--- config.mk ---
export PLATFORM = sky130hd
export DESIGN_NAME = pipe_core
export DESIGN_NICKNAME = d
export VERILOG_FILES = /design/src/rtl/pipe_core.sv
export SDC_FILE = /design/constraint.sdc
export NUM_CORES = 2
export LEC_CHECK = 0
export BUFFER_PORTS_ARGS = -buffer_cell sky130_fd_sc_hd__buf_2
export CAP_MARGIN = 15
export CORE_MARGIN = 2
export CORE_UTILIZATION = 39
export DETAILED_ROUTE_END_ITERATION = 10
export PLACE_DENSITY_LB_ADDON = 0.1
export SYNTH_ARGS = -nofsm -noshare
export SYNTH_HDL_FRONTEND = slang
export SYNTH_SLANG_ARGS = --single-unit
--- constraint.sdc ---
create_clock -name clk -period 13.65 [get_ports clk]
set_input_delay 0.6825 -clock clk [delete_from_list [all_inputs] [get_ports clk]]
set_output_delay 0.6825 -clock clk [all_outputs]
set_load 0.01 [all_outputs]
--- src/rtl/pipe_core.sv ---
// rtl/pipe_core.sv - single-issue RV32I ALU core with one writeback stage
//
// Ports:
//   clk, reset                      clock, synchronous active-high reset
//   instr_valid, instr, instr_ready instruction handshake (ready is combinational)
//   result_valid, result_ready      retiring-result handshake
//   alu_result, result_rd, illegal  registered writeback stage contents
//   retired                         wrapping count of retired instructions
module pipe_core #(
    parameter int XLEN  = 32,
    parameter int NREG  = 32,
    parameter int CNT_W = 32
) (
    input  logic             clk,
    input  logic             reset,
    input  logic             instr_valid,
    input  logic [31:0]      instr,
    output logic             instr_ready,
    output logic             result_valid,
    input  logic             result_ready,
    output logic [XLEN-1:0]  alu_result,
    output logic [4:0]       result_rd,
    output logic             illegal,
    output logic [CNT_W-1:0] retired
);
    localparam int SW  = $clog2(XLEN);
    localparam int RIW = $clog2(NREG);
    localparam logic [5:0] NREG_L = 6'(NREG);

    logic [XLEN-1:0] regs [NREG];

    logic [6:0] opcode, f7;
    logic [4:0] rd, rs1, rs2;
    logic [2:0] f3;
    assign opcode = instr[6:0];
    assign rd     = instr[11:7];
    assign f3     = instr[14:12];
    assign rs1    = instr[19:15];
    assign rs2    = instr[24:20];
    assign f7     = instr[31:25];

    logic accept, retire;
    assign instr_ready = !result_valid || result_ready;
    assign accept      = instr_valid && instr_ready;
    assign retire      = result_valid && result_ready;

    logic            is_r, is_i, r_ok, i_ok, shift_hi_ok, idx_ok, illegal_d;
    logic [XLEN-1:0] rs1_val, rs2_val, op_b, imm, res, alu_d;
    logic [SW-1:0]   shamt;
    logic            fwd_ok;

    assign is_r = (opcode == 7'b0110011);
    assign is_i = (opcode == 7'b0010011);
    assign imm  = {{(XLEN-12){instr[31]}}, instr[31:20]};

    // Only a WB entry that will actually be written may be forwarded.
    assign fwd_ok = result_valid && !illegal && (result_rd != 5'd0);

    always_comb begin
        // Shift immediates: the bits above the shift amount must be zero,
        // except bit 30 which selects arithmetic right shift. On XLEN=64
        // instr[25] is part of the 6-bit shift amount.
        shift_hi_ok = !instr[31] && (instr[29:26] == 4'd0) && (SW == 6 || !instr[25]);
        r_ok = (f7 == 7'd0) || (f7 == 7'b0100000 && (f3 == 3'b000 || f3 == 3'b101));
        case (f3)
            3'b001:  i_ok = shift_hi_ok && !instr[30];
            3'b101:  i_ok = shift_hi_ok;
            default: i_ok = 1'b1;
        endcase
        idx_ok = ({1'b0, rd} < NREG_L) && ({1'b0, rs1} < NREG_L) &&
                 (!is_r || ({1'b0, rs2} < NREG_L));
        illegal_d = !((is_r && r_ok) || (is_i && i_ok)) || !idx_ok;
    end

    always_comb begin
        rs1_val = '0;
        rs2_val = '0;
        if (rs1 != 5'd0 && {1'b0, rs1} < NREG_L) rs1_val = regs[rs1[RIW-1:0]];
        if (rs2 != 5'd0 && {1'b0, rs2} < NREG_L) rs2_val = regs[rs2[RIW-1:0]];
        if (fwd_ok && result_rd == rs1) rs1_val = alu_result;
        if (fwd_ok && result_rd == rs2) rs2_val = alu_result;
    end

    assign op_b  = is_r ? rs2_val : imm;
    assign shamt = op_b[SW-1:0];

    always_comb begin
        res = '0;
        case (f3)
            3'b000:  res = (is_r && instr[30]) ? rs1_val - op_b : rs1_val + op_b;
            3'b001:  res = rs1_val << shamt;
            3'b010:  res[0] = ($signed(rs1_val) < $signed(op_b));
            3'b011:  res[0] = (rs1_val < op_b);
            3'b100:  res = rs1_val ^ op_b;
            3'b101:  res = instr[30] ? XLEN'($signed(rs1_val) >>> shamt) : rs1_val >> shamt;
            3'b110:  res = rs1_val | op_b;
            default: res = rs1_val & op_b;
        endcase
        alu_d = illegal_d ? '0 : res;
    end

    always_ff @(posedge clk) begin
        if (reset) begin
            regs         <= '{default: '0};
            result_valid <= 1'b0;
            alu_result   <= '0;
            result_rd    <= '0;
            illegal      <= 1'b0;
            retired      <= '0;
        end else begin
            if (retire) begin
                retired <= retired + 1'b1;
                if (!illegal && result_rd != 5'd0)
                    regs[result_rd[RIW-1:0]] <= alu_result;
            end
            if (accept) begin
                result_valid <= 1'b1;
                alu_result   <= alu_d;
                result_rd    <= rd;
                illegal      <= illegal_d;
            end else if (retire) begin
                result_valid <= 1'b0;
            end
        end
    end
endmodule

==> impl_results.md <==
- Post-synthesis sequential area ratio: 0.338
- Worst Clk Skew: 29.5 ps
- Clk slew on worst S/H paths: 60 ps
- Yosys warnings: 0
- Crit path arrival time: 8510 ps
- LEAKAGE: 0.0242 uW
- Layout cells sized above 1: 0.146
- Post-synth cell types: 102
- CTS tree: yes
- Cell with the most instances after synthesis: nand2_1
- Worst-path maximum fanout: 53
- Largest net degree at the start of global routing: 197
- Vias per cell: 6.40
- Post-synth top cells: 2322 x nand2_1, 1192 x a21oi_1, 1095 x dfxtp_1
- Max Freq: 128 MHz
- Vias in the first global route: 58300
- Setup violators final: 0
- Register area: 0.0220 sq mm
- Die width: 412 microns
- Post-synth top flop: dfxtp_1
- Critical path class: input pin to flop
- Area grow syn2layout: 9.41%
- Area leader, netlist: dfxtp_1
- Post-layout util: 0.430
- Share of the synthesized area in the top cell type: 0.338
- Die Ht: 412 microns
- DRC: 0
- Syn Area/Cell: 8.19 sq um
- Max IR drop VDD: 121 uV
- RSZ-0062 raised after global routing: false
- Number of nets with antenna violations after routing: 0
- First-pass GRT wire length: 449 mm
- Total Routing Usage GR: 0.366
- CTS Buf Count: 135
- Router iterations before antenna repair: 7
- Ys async rst share: 0
- Syn nets: 8068
- Rel. slew slack: 0.117
- DR WL/cell: 32.4 microns
- Synthesized flop and latch total: 1095
- HP Class: input pin to flop
- Final Max Tran Viols: 0
- CTS Root Cell: clkbuf_16
- Design Power: 7700 uW
- Layout fillers: 16600
- Clock Sinks: 1095
- WHS: 135 ps
- Least-Margin Pin Slew: 1310 ps
- Gpl congestion: 0.991
- CP required: 14340 ps
- PwrDens: 108 mW/mm^2
- Post-CTS Setup Inserts: 0
- Final wirelength: 320 mm
- DP HPWL: 197 mm
- Family with the most delay on the worst path: compound AO/OA/AOI/OAI gates
- Multi-input gate area: 0.0394 sq mm
- Element type at the critical path start: input pin
- H-tree lvl count: 4
- Die ar.: 0.170 sq mm
- Top cells by area, synth: dfxtp_1 34%, nand2_1 13%, mux4_2 12%
- Initial Util: 0.393
- Hold_buf cts: 0
- Final period util: 0.573
- WP buf/inv: 3
- Via count: 63100
- Cells after Synth: 7932
- Crit path capture type: flop
- Layout Nets: 7711
- Synth Cell Area: 0.0649 sq mm
- Core Region: 0.165 sq mm
- Outcome: completed
- Crit path max-delay cell type: nor2b_4
- IO Port Bufs: 107
- Max incr delay on CP: 780 ps
- Initial drt markers: 9519
- EDFF count, synth: 0
- Clock latency on the worst-skew pair: 810 ps
- Final hold vios: 0
- Crit path time final: 7820 ps
- Post-route cell area: 0.0711 sq mm
- Setup TNS: 0 ps
- Bufs on Longest Clock Path: 3
- Max Cap Violations: 0
- Worst-path cell chain: buf_8 -> buf_4 -> nor2b_4 -> buf_4 -> a221oi_1 -> a22oi_1 -> o21ai_0 -> nor2_1 -> o21ai_0 -> and2_1 -> ha_1 -> or4_1 -> or3_1 -> o22ai_1 -> o2111ai_1 -> a31oi_1 -> a2111oi_0 -> mux2i_1 -> o31a_1
- Num ports: 108
- Area post-placement: 0.0667 sq mm
- Initial antenna violation count: 16
- CTS resizes: 0
- Std cell rows: 149
- GR Overflow Total: 0
==> layout make-up <==
type                       count  share of cell area
multi-input combinational   5933               0.555
sequential                  1095               0.309
clock buffer                 212              0.0582
tap                         2189              0.0385
timing repair buffer         292              0.0292
inverter                     118             0.00632
clock inverter                26             0.00359
antenna                        4            0.000141
==> stage by stage <==
step	cells	worst slack [ps]
2_1_floorplan	7932	7610
3_3_place_gp	9626	5570
3_5_place_dp	9627	5530
4_1_cts	9865	6380
5_1_grt	9865	5680
6_report	9869	5830
==> worst paths after layout <==
kind                      from              to  slack [ps]  depth (start not counted)
hold reg to reg      regs[222]       regs[222]         460                          2
hold / removal        instr[7]    result_rd[0]         140                          3
setup reg to reg  result_rd[3]  alu_result[31]        6260                         20
setup / recovery     instr[21]  alu_result[31]        5830                         19
==> routing by layer <==
| metal | track usage | vias to the layer above | part of all wire |
|---|---|---|---|
| li1 | - | 27200 | - |
| met5 | 0.000283 | - | 0.00018 |
| met2 | 0.537 | 3836 | 0.42 |
| met1 | 0.496 | 31300 | 0.41 |
| met4 | 0.203 | 10 | 0.064 |
| met3 | 0.0842 | 821 | 0.11 |
==> logic make-up (layout without fill, tap and decap cells) <==
group | count (synthesis) | count (layout) | synth area share
buffers and inverters | 904 | 648 | 0.0618
muxes | 862 | 862 | 0.208
AOI/OAI and AO/OA | 2029 | 2029 | 0.186
xor gates and xnor gates | 56 | 56 | 0.00755
adders and majority gates | 100 | 100 | 0.0195
other | 0 | 4 | 0
DFF | 1095 | 1095 | 0.338
and+or+nand+nor | 2886 | 2886 | 0.179
==> worst reg2reg max path, stage by stage, from the launching register on <==
cell	delay [ps]
dfxtp_1	1020
nor4_4	80
a211oi_1	520
a21bo_2	730
nor2_1	140
o31a_1	230
nor2_4	120
buf_4	430
buf_4	540
ha_1	350
nor2b_1	150
o211ai_1	180
a31oi_1	590
o211ai_1	260
nand3_1	310
o211ai_1	200
o21bai_1	320
a2111oi_0	180
a2111oi_0	500
mux2i_1	150
o31a_1	300
==> flip-flops by register name, indices dropped and copies added, names as in the netlist <==
name	flops
illegal	1
result_rd	5
retired	32
regs	1024
alu_result	32
result_valid	1
==> report_power, final <==
| part | leakage [uW] | switching, uW | internal, uW |
|---|---|---|---|
| Sequential | 0.00883 | 6.88 | 3200 |
| Clock | 0.00215 | 1520 | 2120 |
| Combinational | 0.0132 | 620 | 236 |
| Total | 0.0242 | 2150 | 5550 |
==> layout by cell type (no fill, tap or decap), drive strengths merged, types with 125 or more instances in the layout <==
cell type | Yosys | routed
clkbuf | 589 | 212
inv | 117 | 125
mux4 | 372 | 372
mux2i | 390 | 390
buf | 197 | 292
nor2 | 270 | 270
a21oi | 1193 | 1193
o21ai | 223 | 223
dfxtp | 1095 | 1095
nand2 | 2322 | 2322
(Power assumes the default switching activity.)
